--- src/rtl/regfile_wb_arbiter.sv ---
// Write-back arbiter sharing one regfile write port between the ALU (A) and the
// load unit (B): one-entry holds per side, oldest-first issue, round-robin on ties, and operand forwarding.
module regfile_wb_arbiter #(
  parameter int DATA_W = 32,
  parameter int ADDR_W = 5
) (
  input  logic              clk,
  input  logic              rst,
  input  logic              a_valid,
  output logic              a_ready,
  input  logic [ADDR_W-1:0] a_rd,
  input  logic [DATA_W-1:0] a_wd,
  input  logic              b_valid,
  output logic              b_ready,
  input  logic [ADDR_W-1:0] b_rd,
  input  logic [DATA_W-1:0] b_wd,
  output logic              we,
  output logic [ADDR_W-1:0] rd,
  output logic [DATA_W-1:0] wd,
  input  logic [ADDR_W-1:0] q_rs1,
  input  logic [ADDR_W-1:0] q_rs2,
  output logic              fwd1_hit,
  output logic [DATA_W-1:0] fwd1_data,
  output logic              fwd2_hit,
  output logic [DATA_W-1:0] fwd2_data,
  output logic              busy
);

  localparam logic SIDE_A = 1'b0;
  localparam logic SIDE_B = 1'b1;

  logic              ha_v_q, ha_v_d, hb_v_q, hb_v_d;
  logic [ADDR_W-1:0] ha_rd_q, ha_rd_d, hb_rd_q, hb_rd_d;
  logic [DATA_W-1:0] ha_wd_q, ha_wd_d, hb_wd_q, hb_wd_d;
  logic              same_q, same_d, a_older_q, a_older_d, rr_q, rr_d;
  logic              we_q, we_d;
  logic [ADDR_W-1:0] rd_q, rd_d;
  logic [DATA_W-1:0] wd_q, wd_d;
  logic              grant_a_s, grant_b_s, load_a_s, load_b_s, a_young_s;
  logic [DATA_W:0]   fwd1_s, fwd2_s;

  // Youngest hold first, then the older hold, then the write in flight at the output stage.
  function automatic logic [DATA_W:0] fwd_lookup(
    input logic [ADDR_W-1:0] q, input logic a_young,
    input logic av, input logic [ADDR_W-1:0] ard, input logic [DATA_W-1:0] awd,
    input logic bv, input logic [ADDR_W-1:0] brd, input logic [DATA_W-1:0] bwd,
    input logic ov, input logic [ADDR_W-1:0] ord, input logic [DATA_W-1:0] owd);
    logic hit_a, hit_b, hit_o;
    logic [DATA_W:0] r;
    hit_a = av && (ard == q);
    hit_b = bv && (brd == q);
    hit_o = ov && (ord == q);
    if (q == {ADDR_W{1'b0}})      r = {(DATA_W+1){1'b0}};
    else if (a_young && hit_a)    r = {1'b1, awd};
    else if (!a_young && hit_b)   r = {1'b1, bwd};
    else if (hit_a)               r = {1'b1, awd};
    else if (hit_b)               r = {1'b1, bwd};
    else if (hit_o)               r = {1'b1, owd};
    else                          r = {(DATA_W+1){1'b0}};
    return r;
  endfunction

  // Grant selection: single valid hold wins, otherwise age, otherwise round-robin.
  always_comb begin
    grant_a_s = 1'b0;
    grant_b_s = 1'b0;
    if (ha_v_q && hb_v_q) begin
      if (same_q) begin
        if (rr_q == SIDE_A) grant_a_s = 1'b1;
        else                grant_b_s = 1'b1;
      end else if (a_older_q) begin
        grant_a_s = 1'b1;
      end else begin
        grant_b_s = 1'b1;
      end
    end else if (ha_v_q) begin
      grant_a_s = 1'b1;
    end else if (hb_v_q) begin
      grant_b_s = 1'b1;
    end else begin
      grant_a_s = 1'b0;
    end
  end

  assign a_ready  = ~rst & (~ha_v_q | grant_a_s);
  assign b_ready  = ~rst & (~hb_v_q | grant_b_s);
  assign load_a_s = a_valid & a_ready & (a_rd != {ADDR_W{1'b0}});
  assign load_b_s = b_valid & b_ready & (b_rd != {ADDR_W{1'b0}});

  // Next state for holds, age tracking, round-robin pointer and output stage.
  always_comb begin
    ha_v_d  = load_a_s | (ha_v_q & ~grant_a_s);
    hb_v_d  = load_b_s | (hb_v_q & ~grant_b_s);
    ha_rd_d = load_a_s ? a_rd : ha_rd_q;
    ha_wd_d = load_a_s ? a_wd : ha_wd_q;
    hb_rd_d = load_b_s ? b_rd : hb_rd_q;
    hb_wd_d = load_b_s ? b_wd : hb_wd_q;
    same_d    = same_q;
    a_older_d = a_older_q;
    if (ha_v_d && hb_v_d) begin
      if (load_a_s && load_b_s) begin
        same_d = 1'b1;
      end else if (load_a_s) begin
        same_d    = 1'b0;
        a_older_d = 1'b0;
      end else if (load_b_s) begin
        same_d    = 1'b0;
        a_older_d = 1'b1;
      end else begin
        same_d = same_q;
      end
    end else begin
      same_d = 1'b0;
    end
    rr_d = (ha_v_q && hb_v_q && same_q) ? ~rr_q : rr_q;
    we_d = grant_a_s | grant_b_s;
    if (grant_a_s) begin
      rd_d = ha_rd_q;
      wd_d = ha_wd_q;
    end else if (grant_b_s) begin
      rd_d = hb_rd_q;
      wd_d = hb_wd_q;
    end else begin
      rd_d = {ADDR_W{1'b0}};
      wd_d = {DATA_W{1'b0}};
    end
  end

  // State registers; reset discards pending holds and the in-flight write.
  always_ff @(posedge clk or posedge rst) begin
    if (rst) begin
      ha_v_q <= 1'b0;  ha_rd_q <= {ADDR_W{1'b0}};  ha_wd_q <= {DATA_W{1'b0}};
      hb_v_q <= 1'b0;  hb_rd_q <= {ADDR_W{1'b0}};  hb_wd_q <= {DATA_W{1'b0}};
      same_q <= 1'b0;  a_older_q <= 1'b0;  rr_q <= SIDE_A;
      we_q   <= 1'b0;  rd_q <= {ADDR_W{1'b0}};  wd_q <= {DATA_W{1'b0}};
    end else begin
      ha_v_q <= ha_v_d;  ha_rd_q <= ha_rd_d;  ha_wd_q <= ha_wd_d;
      hb_v_q <= hb_v_d;  hb_rd_q <= hb_rd_d;  hb_wd_q <= hb_wd_d;
      same_q <= same_d;  a_older_q <= a_older_d;  rr_q <= rr_d;
      we_q   <= we_d;  rd_q <= rd_d;  wd_q <= wd_d;
    end
  end

  // With same-age holds the side rr_ptr does not point to is the younger one.
  always_comb begin
    if (ha_v_q && hb_v_q) begin
      if (same_q) a_young_s = (rr_q == SIDE_B);
      else        a_young_s = ~a_older_q;
    end else begin
      a_young_s = ha_v_q;
    end
  end

  assign fwd1_s = fwd_lookup(q_rs1, a_young_s, ha_v_q, ha_rd_q, ha_wd_q,
                             hb_v_q, hb_rd_q, hb_wd_q, we_q, rd_q, wd_q);
  assign fwd2_s = fwd_lookup(q_rs2, a_young_s, ha_v_q, ha_rd_q, ha_wd_q,
                             hb_v_q, hb_rd_q, hb_wd_q, we_q, rd_q, wd_q);

  assign fwd1_hit  = fwd1_s[DATA_W];
  assign fwd1_data = fwd1_s[DATA_W-1:0];
  assign fwd2_hit  = fwd2_s[DATA_W];
  assign fwd2_data = fwd2_s[DATA_W-1:0];
  assign we        = we_q;
  assign rd        = rd_q;
  assign wd        = wd_q;
  assign busy      = ha_v_q | hb_v_q | we_q;

endmodule
--- config.mk ---
export PLATFORM = sky130hd
export DESIGN_NAME = regfile_wb_arbiter
export DESIGN_NICKNAME = d
export VERILOG_FILES = /design/src/rtl/regfile_wb_arbiter.sv
export SDC_FILE = /design/constraint.sdc
export NUM_CORES = 1
export LEC_CHECK = 0
export BUFFER_PORTS_ARGS = -buffer_cell sky130_fd_sc_hd__buf_2
export CAP_MARGIN = 25
export CORE_MARGIN = 2
export CORE_UTILIZATION = 40
export CTS_CLUSTER_SIZE = 40
export DETAILED_ROUTE_END_ITERATION = 7
export GPL_ROUTABILITY_DRIVEN = 0
export PLACE_DENSITY_LB_ADDON = 0.3
export SYNTH_ARGS = -nofsm -noshare
export SYNTH_HDL_FRONTEND = slang
export SYNTH_SLANG_ARGS = --single-unit
--- constraint.sdc ---
create_clock -name clk -period 5.7 [get_ports clk]
set_input_delay 1.14 -clock clk [delete_from_list [all_inputs] [get_ports clk]]
set_output_delay 1.14 -clock clk [all_outputs]
set_load 0.01 [all_outputs]
==> results of run 1 <==
per-stage QoR:
| step | total power (W) | util (%) | area (sq um) |
|---|---|---|---|
| 2_1_floorplan | 0.00136 | - | 6490 |
| 3_3_place_gp | 0.00153 | 47.7 | 7580 |
| 3_5_place_dp | 0.00154 | 47.7 | 7580 |
| 4_1_cts | 0.00264 | 51.5 | 8190 |
| 5_1_grt | 0.00274 | 51.6 | 8200 |
| 6_report | 0.00263 | 51.6 | 8200 |
kinds of logic after synthesis:
| kind of cell | after synthesis | share of synthesized area, % |
|---|---|---|
| xor+xnor | 31 | 4.18 |
| compound gates | 192 | 19.6 |
| flops | 117 | 45.1 |
| fa+ha+maj | 2 | 0.385 |
| simple gates | 178 | 13.6 |
| buf+inv | 59 | 4.62 |
| mux | 72 | 12.5 |
worst min-delay path by stage:
stage          startpoint    to  cells past startpoint
6_report             rr_q  rr_q                      1
5_1_grt              rr_q  rr_q                      1
4_1_cts              rr_q  rr_q                      1
3_5_place_dp         rr_q  rr_q                      1
3_3_place_gp         rr_q  rr_q                      1
2_1_floorplan        rr_q  rr_q                      1
sequential cells by signal, indices dropped and copies added, names as in the netlist, 5 cells and up:
name	cells
rd	5
ha_rd_q	5
wd	32
hb_wd_q	32
hb_rd_q	5
ha_wd_q	32
synthesized netlist by cell type, types with 2 or more instances:
| cell type | n | area share, % |
|---|---|---|
| sky130_fd_sc_hd__a211oi_1 | 14 | 1.6 |
| sky130_fd_sc_hd__a21bo_2 | 2 | 0.31 |
| sky130_fd_sc_hd__a21oi_1 | 32 | 2.5 |
| sky130_fd_sc_hd__a22o_1 | 37 | 5.0 |
| sky130_fd_sc_hd__a31oi_1 | 2 | 0.19 |
| sky130_fd_sc_hd__a32o_1 | 2 | 0.31 |
| sky130_fd_sc_hd__and3_1 | 5 | 0.48 |
| sky130_fd_sc_hd__buf_2 | 20 | 1.5 |
| sky130_fd_sc_hd__buf_6 | 7 | 1.2 |
| sky130_fd_sc_hd__clkbuf_1 | 28 | 1.6 |
| sky130_fd_sc_hd__dfrtp_1 | 117 | 45 |
| sky130_fd_sc_hd__ha_1 | 2 | 0.39 |
| sky130_fd_sc_hd__inv_1 | 2 | 0.12 |
| sky130_fd_sc_hd__mux2_1 | 5 | 0.87 |
| sky130_fd_sc_hd__mux2_2 | 67 | 12 |
| sky130_fd_sc_hd__nand2_1 | 4 | 0.23 |
| sky130_fd_sc_hd__nand3_1 | 2 | 0.15 |
| sky130_fd_sc_hd__nand4_1 | 2 | 0.19 |
| sky130_fd_sc_hd__nand4b_1 | 3 | 0.40 |
| sky130_fd_sc_hd__nor2_1 | 88 | 5.1 |
| sky130_fd_sc_hd__nor2_2 | 2 | 0.19 |
| sky130_fd_sc_hd__nor2b_1 | 3 | 0.29 |
| sky130_fd_sc_hd__nor3_1 | 19 | 1.5 |
| sky130_fd_sc_hd__nor4_1 | 36 | 3.5 |
| sky130_fd_sc_hd__o21a_1 | 17 | 2.0 |
| sky130_fd_sc_hd__o21ai_0 | 46 | 3.5 |
| sky130_fd_sc_hd__o21ba_2 | 2 | 0.31 |
| sky130_fd_sc_hd__o22ai_1 | 31 | 3.0 |
| sky130_fd_sc_hd__or2_1 | 2 | 0.19 |
| sky130_fd_sc_hd__or2_2 | 2 | 0.19 |
| sky130_fd_sc_hd__or4_1 | 4 | 0.46 |
| sky130_fd_sc_hd__xnor2_1 | 11 | 1.5 |
| sky130_fd_sc_hd__xor2_1 | 20 | 2.7 |
worst register-to-register path, delay by kind of cell, from the launching register on:
kind / cells / cell delay (ns)
adders and majority gates: 1 / 0.29
buffers and inverters: 1 / 0.75
AOI/OAI and AO/OA: 3 / 0.50
DFF: 1 / 0.50
and+or+nand+nor: 3 / 0.47
power groups by stage:
stage | combinational [W] | sequential [W] | clock (W)
global placement | 0.000424 | 0.00111 | 0
finish | 0.000434 | 0.00110 | 0.00109
global route | 0.000471 | 0.00112 | 0.00115
detailed placement | 0.000433 | 0.00111 | 0
CTS | 0.000436 | 0.00110 | 0.00111
floorplan | 0.000276 | 0.00108 | 0
metal layers:
layer | GRT usage (%) | share of wire (%) | vias to the layer above
li1 | - | - | 2760
met1 | 33.0 | 43 | 2955
met2 | 41.2 | 48 | 305
met3 | 5.36 | 7.1 | 29
met4 | 8.27 | 1.8 | 0
met5 | 0 | 0 | -
area by class of cell:
class                   count  area, sq um
flip-flops and latches    117         2930
diodes                      1         2.50
multi-input cells         475         3310
inverters                   3         13.8
repair buffers            206         1080
clock inverters            10          128
clock buffers              22          474
fillers                  1529         7680
well taps                 216          270
==> metrics.log, run 1 <==
[metrics] number of optimization iterations in the first detailed-route pass: 8
[metrics] slack of the worst reg-to-reg path: 3.12 ns
[metrics] Initial Util: 40.9%
[metrics] number of flops mapped to enable cells by yosys: 0
[metrics] Worst Hold Slack: 0.479 ns
[metrics] vias in the first global route: 6004
[metrics] power density normalized to cell area: 321 nW/um^2
[metrics] setup slack after placement: 0.914 ns
[metrics] period utilisation layout: 83.0%
[metrics] count of input and output buffers: 194
[metrics] Relative slew margins: 29.0%
[metrics] top cell family by delay on the critical path: simple AND/OR/NAND/NOR gates
[metrics] class of the tightest hold or removal check: flip-flop to flip-flop
[metrics] clock insertion delay at the later pin of the skew report: 0.41 ns
[metrics] routed length per placed instance: 20.7 um
[metrics] most frequent cells in the layout: sky130_fd_sc_hd__buf_2, sky130_fd_sc_hd__dfrtp_1, sky130_fd_sc_hd__nor2_1, sky130_fd_sc_hd__mux2_2, sky130_fd_sc_hd__o21ai_0
[metrics] maximum buffer depth of the clock tree: 2
[metrics] unrepaired setup endpoints after global routing: no
[metrics] CP Class: input pin to primary output
[metrics] H-tree levels: 4
[metrics] fraction of synthesis flops using an asynchronous set or reset pin: 100%
[metrics] Least-Margin Pin Slew: 1.06 ns
[metrics] global-route wire length before repair: 34.0 mm
[metrics] cell count of the worst reg-to-reg path: 8
[metrics] Post-Synthesis Cell Area: 6490 sq um
[metrics] flops & latches, synth: 117
[metrics] setup tns final: 0 ns
[metrics] net count after synthesis: 741
[metrics] overall die height: 131 um
[metrics] status: completed
[metrics] synthesis-to-layout area growth: 26.3%
[metrics] terminus of the critical flop-to-flop path: same_q
[metrics] DRC marker count from the first detailed-route iteration: 472
[metrics] Slowest-stage cell, CP: sky130_fd_sc_hd__nor3_4
[metrics] CTS root buf: sky130_fd_sc_hd__clkbuf_16
[metrics] Mean Syn Cell Area: 9.98 sq um
[metrics] count of vias placed by the detailed router: 6049
[metrics] clock-pin slew on the worst setup and hold paths: 0.05 ns
[metrics] Critical path destination: fwd2_data[6]
[metrics] startpoint of the worst setup timing path: q_rs2[1]
[metrics] Via density: 5.76
[metrics] detailed placer's ending HPWL: 13.7 mm
[metrics] cells resized by post-CTS repair: 0
[metrics] critical path required time: 4.56 ns
[metrics] number of cells produced by synthesis: 651
[metrics] Comb pwr share: 16.5%
[metrics] reported leakage power: 3.81 nW
[metrics] worst-case vdd ir drop: 0.206 mV
[metrics] kind of start point of the critical path: input pin
[metrics] total number of placement rows: 46
[metrics] net switching power of the design: 0.000739 W
[metrics] final WL: 21.7 mm
[metrics] Setup Skew: 0.00596 ns
[metrics] core box area: 15900 sq um
[metrics] Yosys warnings: 0
[metrics] count of nets after finishing: 910
[metrics] endpoint arrival time on the critical path: 3.59 ns
[metrics] internal power: 0.00189 W
[metrics] global-route usage over all layers: 25.1%
[metrics] maximum net fanout on the critical path: 19
[metrics] clock sink total: 117
[metrics] minimum period implied by the final worst setup slack: 4.73 ns
[metrics] max-capacitance violation count: 0
[metrics] fin worst setup slack: 0.967 ns
[metrics] CTS tree: built
[metrics] distinct cell type count after synthesis: 48
[metrics] width of the chip: 131 um
[metrics] fraction of final layout cells sized beyond drive strength 1: 38.7%
[metrics] maximum number of pins on one net before global-route repair: 47
[metrics] DRT antenna net count: 0
[metrics] reg-to-reg critical path startpoint: hb_v_q
[metrics] detailed-route DRC error count: 0
[metrics] critical path depth in cells: 10
[metrics] post-layout instance count excluding filler cells: 1050
[metrics] Slowest Stage Delay on Critical Path: 0.72 ns
[metrics] die footprint: 17300 sq um
[metrics] share of the yosys chip area belonging to registers: 45.1%
[metrics] number of buffers inserted for hold repair after clock tree synthesis: 0
[metrics] initial antenna violation count: 1
[metrics] top-level I/O count: 195
[metrics] placed cell count: 1016
[metrics] portion of total power attributed to the clock network: 41.6%
[metrics] Net Sw Frac: 28.1%
[metrics] most prevalent standard cell on the critical path: sky130_fd_sc_hd__buf_2
[metrics] clock buffer count from CTS: 17
[metrics] # setup viols final: 0
[metrics] main flop type after synthesis: sky130_fd_sc_hd__dfrtp_1
[metrics] chain of cells forming the critical path: buf_2 > xnor2_1 > nand4_1 > nor3_4 > buf_4 > o21bai_2 > buf_8 > o21a_1 > nor3_1 > buf_2
[metrics] Final Hold Vio Count: 0
[metrics] Pins Over Slew Limit: 0
[metrics] type of destination of the critical path: primary output
[metrics] Reg power frac: 41.9%
[metrics] most frequent standard cell in the layout excluding fill and tap cells: sky130_fd_sc_hd__buf_2
[metrics] Setup Fix Bufs, Post-CTS: 0
[metrics] Fmax: 211 MHz
[metrics] aggregate global routing overflow: 0
[metrics] number of buffers and inverters on the critical path: 4
Note: power is estimated with default switching activity, not from simulation.
==> run 2: changes to the inputs <==
--- a/config.mk
+++ b/config.mk
@@ -5,6 +5,7 @@
 export SDC_FILE = /design/constraint.sdc
 export NUM_CORES = 1
 export LEC_CHECK = 0
+export ABC_AREA = 1
 export BUFFER_PORTS_ARGS = -buffer_cell sky130_fd_sc_hd__buf_2
 export CAP_MARGIN = 25
 export CORE_MARGIN = 2
==> constraint.sdc (replaced) <==
create_clock -name clk -period 4 [get_ports clk]
set_input_delay 0.8 -clock clk [delete_from_list [all_inputs] [get_ports clk]]
set_output_delay 0.8 -clock clk [all_outputs]
set_load 0.01 [all_outputs]
==> metrics.log, run 2 <==
[metrics] Least-Margin Pin Slew: 0.998 ns (was 1.06 ns)
[metrics] die footprint: 22900 sq um (was 17300 sq um)
[metrics] clock insertion delay at the later pin of the skew report: 0.42 ns (was 0.41 ns)
[metrics] net count after synthesis: 1474 (was 741)
[metrics] fraction of final layout cells sized beyond drive strength 1: 20.5% (was 38.7%)
[metrics] Via density: 5.63 (was 5.76)
[metrics] Slowest-stage cell, CP: sky130_fd_sc_hd__dfrtp_1 (was sky130_fd_sc_hd__nor3_4)
[metrics] fraction of synthesis flops using an asynchronous set or reset pin: 100% (unchanged)
[metrics] width of the chip: 151 um (was 131 um)
[metrics] clock buffer count from CTS: 17 (unchanged)
[metrics] fill cell instance count of the final layout: 2169 (was 1529)
[metrics] CTS root buf: sky130_fd_sc_hd__clkbuf_16 (unchanged)
[metrics] setup slack after placement: 0.502 ns (was 0.914 ns)
[metrics] type of destination of the critical path: primary output (unchanged)
[metrics] most frequent cells in the layout: sky130_fd_sc_hd__nand2_1, sky130_fd_sc_hd__buf_2, sky130_fd_sc_hd__o21ai_0, sky130_fd_sc_hd__inv_1, sky130_fd_sc_hd__nand3_1 (was sky130_fd_sc_hd__buf_2, sky130_fd_sc_hd__dfrtp_1, sky130_fd_sc_hd__nor2_1, sky130_fd_sc_hd__mux2_2, sky130_fd_sc_hd__o21ai_0)
[metrics] status: completed (unchanged)
[metrics] # setup viols final: 0 (unchanged)
[metrics] number of flops mapped to enable cells by yosys: 0 (unchanged)
[metrics] DRT antenna net count: 0 (unchanged)
[metrics] cells resized by post-CTS repair: 0 (unchanged)
[metrics] Critical path destination: fwd2_data[2] (was fwd2_data[6])
[metrics] Total Power Consumption: 0.00423 W (was 0.00263 W)
[metrics] terminus of the critical flop-to-flop path: hb_wd_q[11] (was same_q)
[metrics] vias in the first global route: 9762 (was 6004)
[metrics] startpoint of the worst setup timing path: ha_rd_q[1] (was q_rs2[1])
[metrics] kind of start point of the critical path: flip-flop (was input pin)
[metrics] H-tree levels: 4 (unchanged)
[metrics] clock-pin slew on the worst setup and hold paths: 0.06 ns (was 0.05 ns)
[metrics] cell taking the most area after synthesis: sky130_fd_sc_hd__dfrtp_1 (unchanged)
[metrics] number of cells produced by synthesis: 1384 (was 651)
[metrics] setup tns final: 0 ns (unchanged)
[metrics] Yosys warnings: 0 (unchanged)
[metrics] core box area: 21200 sq um (was 15900 sq um)
[metrics] count of vias placed by the detailed router: 10200 (was 6049)
[metrics] Final Hold Vio Count: 0 (unchanged)
[metrics] distinct cell type count after synthesis: 28 (was 48)
[metrics] period utilisation layout: 89.6%
[metrics] worst-case vdd ir drop: 0.244 mV (was 0.206 mV)
[metrics] detailed placer's ending HPWL: 21.8 mm (was 13.7 mm)
[metrics] top post-synthesis cells by count: sky130_fd_sc_hd__nand2_1, sky130_fd_sc_hd__o21ai_0, sky130_fd_sc_hd__inv_1 (was sky130_fd_sc_hd__dfrtp_1, sky130_fd_sc_hd__nor2_1, sky130_fd_sc_hd__mux2_2)
[metrics] max-capacitance violation count: 0 (unchanged)
[metrics] placed cell count: 1786 (was 1016)
[metrics] Slowest Stage Delay on Critical Path: 0.42 ns (was 0.72 ns)
[metrics] final WL: 33.4 mm (was 21.7 mm)
[metrics] slack of the worst reg-to-reg path: 1.52 ns (was 3.12 ns)
[metrics] flops & latches, synth: 117 (unchanged)
[metrics] routed length per placed instance: 18.4 um (was 20.7 um)
[metrics] clock sink total: 117 (unchanged)
[metrics] reported leakage power: 5.64 nW (was 3.81 nW)
[metrics] critical path required time: 3.20 ns (was 4.56 ns)
[metrics] most instantiated library cell after synthesis: sky130_fd_sc_hd__nand2_1 (was sky130_fd_sc_hd__dfrtp_1)
[metrics] maximum net fanout on the critical path: 17 (was 19)
[metrics] minimum period implied by the final worst setup slack: 3.59 ns
[metrics] Initial Util: 41.1% (was 40.9%)
[metrics] total number of placement rows: 53 (was 46)
[metrics] aggregate global routing overflow: 0 (unchanged)
[metrics] Setup Skew: 0.00927 ns (was 0.00596 ns)
[metrics] fin worst setup slack: 0.414 ns (was 0.967 ns)
[metrics] antenna cell count: 0 (was 1)
[metrics] most frequent standard cell in the layout excluding fill and tap cells: sky130_fd_sc_hd__nand2_1 (was sky130_fd_sc_hd__buf_2)
[metrics] power density normalized to cell area: 401 nW/um^2 (was 321 nW/um^2)
[metrics] Post-Synthesis Cell Area: 8680 sq um (was 6490 sq um)
[metrics] DRC marker count from the first detailed-route iteration: 997 (was 472)
[metrics] post-layout instance count excluding filler cells: 1818 (was 1050)
[metrics] count of input and output buffers: 194 (unchanged)
[metrics] endpoint arrival time on the critical path: 2.79 ns (was 3.59 ns)
[metrics] global-route wire length before repair: 51.8 mm (was 34.0 mm)
[metrics] class of the tightest hold or removal check: flip-flop to flip-flop (unchanged)
[metrics] number of optimization iterations in the first detailed-route pass: 8 (unchanged)
[metrics] initial antenna violation count: 0 (was 1)
[metrics] area share of the largest cell type after synthesis: 33.7% (was 45.1%)
[metrics] maximum number of pins on one net before global-route repair: 65 (was 47)
[metrics] Relative slew margins: 33.2% (was 29.0%)
[metrics] global-route usage over all layers: 29.2% (was 25.1%)
[metrics] share of the yosys chip area belonging to registers: 33.7% (was 45.1%)
[metrics] number of buffers inserted for hold repair after clock tree synthesis: 0 (unchanged)
[metrics] synthesis-to-layout area growth: 21.4% (was 26.3%)
[metrics] main flop type after synthesis: sky130_fd_sc_hd__dfrtp_1 (unchanged)
[metrics] leading post-synthesis cells by cell area: sky130_fd_sc_hd__dfrtp_1, sky130_fd_sc_hd__nand2_1, sky130_fd_sc_hd__o21ai_0, sky130_fd_sc_hd__nand3_1, sky130_fd_sc_hd__inv_1 (was sky130_fd_sc_hd__dfrtp_1, sky130_fd_sc_hd__mux2_2, sky130_fd_sc_hd__nor2_1, sky130_fd_sc_hd__a22o_1, sky130_fd_sc_hd__o21ai_0)
[metrics] Fmax: 279 MHz
[metrics] CTS tree: built (unchanged)
[metrics] Mean Syn Cell Area: 6.27 sq um (was 9.98 sq um)
[metrics] reg-to-reg critical path startpoint: hb_v_q (unchanged)
[metrics] maximum buffer depth of the clock tree: 2 (unchanged)
[metrics] core occupancy in the finished layout: 49.9% (was 51.6%)
[metrics] CP Class: flip-flop to primary output (was input pin to primary output)
[metrics] count of nets after finishing: 1620 (was 910)
[metrics] Pins Over Slew Limit: 0 (unchanged)
[metrics] Setup Fix Bufs, Post-CTS: 0 (unchanged)
[metrics] chain of cells forming the critical path: inv_1 > nand2_1 > nand2_1 > nor2_4 > nand3_2 > buf_4 > nand2_1 > nor2_4 > buf_12 > nor2_1 > nand2_1 > a21oi_1 > buf_2 (was buf_2 > xnor2_1 > nand4_1 > nor3_4 > buf_4 > o21bai_2 > buf_8 > o21a_1 > nor3_1 > buf_2)
[metrics] most prevalent standard cell on the critical path: sky130_fd_sc_hd__nand2_1 (was sky130_fd_sc_hd__buf_2)
[metrics] overall die height: 151 um (was 131 um)
[metrics] unrepaired setup endpoints after global routing: no (unchanged)
[metrics] cell count of the worst reg-to-reg path: 8 (unchanged)
[metrics] detailed-route DRC error count: 0 (unchanged)
[metrics] top-level I/O count: 195 (unchanged)
-- run 2: power breakdown --
group,internal (W),switching [W]
sequential,0.00136,0.000160
clock,0.000959,0.000620
combinational,0.000347,0.000786
total,0.00267,0.00157
-- run 2: layout make-up --
cell class,count,area (sq um),share of cell area [%]
clock inverters,13,148,1.40
repair buffers,227,1280,12.1
clock buffers,19,453,4.29
multi-input cells,993,4740,44.9
inverters,174,657,6.23
well taps,275,344,3.26
flip-flops and latches,117,2930,27.8
-- run 2: how the worst min path moves through the flow --
stage	endpoint	cells after the start	start	slack [ns]
global route	rr_q	1	rr_q	0.49
detailed placement	rr_q	1	rr_q	0.47
finish	a_older_q	2	a_older_q	0.49
floorplan	rr_q	1	rr_q	0.44
global placement	rr_q	1	rr_q	0.46
CTS	rr_q	1	rr_q	0.49
-- run 2: stage by stage --
| stage | cell area [sq um] | hold slack (ns) |
|---|---|---|
| 2_1_floorplan | 8690 | 0.442 |
| 3_3_place_gp | 9950 | 0.458 |
| 3_5_place_dp | 9950 | 0.473 |
| 4_1_cts | 10500 | 0.488 |
| 5_1_grt | 10500 | 0.491 |
| 6_report | 10500 | 0.485 |
-- run 2: logic make-up (layout without fill, tap and decap cells) --
| family | after synthesis | count (layout) | share of synthesized area (%) |
|---|---|---|---|
| and+or+nand+nor | 678 | 678 | 34.8 |
| AOI/OAI and AO/OA | 312 | 312 | 18.5 |
| buffers and inverters | 274 | 433 | 12.6 |
| DFF | 117 | 117 | 33.7 |
| adders and majority gates | 2 | 2 | 0.288 |
| xor gates and xnor gates | 1 | 1 | 0.101 |
-- run 2: metal layers --
metal  up-vias  GRT usage [%]  part of all wire [%]
li1       4844              -                     -
met1      4714           38.4                    41
met2       572           46.6                    46
met3        97           5.69                   9.4
met4         0           13.0                   3.6
met5         -              0                     0
-- run 2: critical path: cells and delay by family (launching register included) --
family          cells  cell delay (ns)
flops               1             0.42
compound gates      1             0.08
simple gates        8             1.07
buf+inv             4             0.79
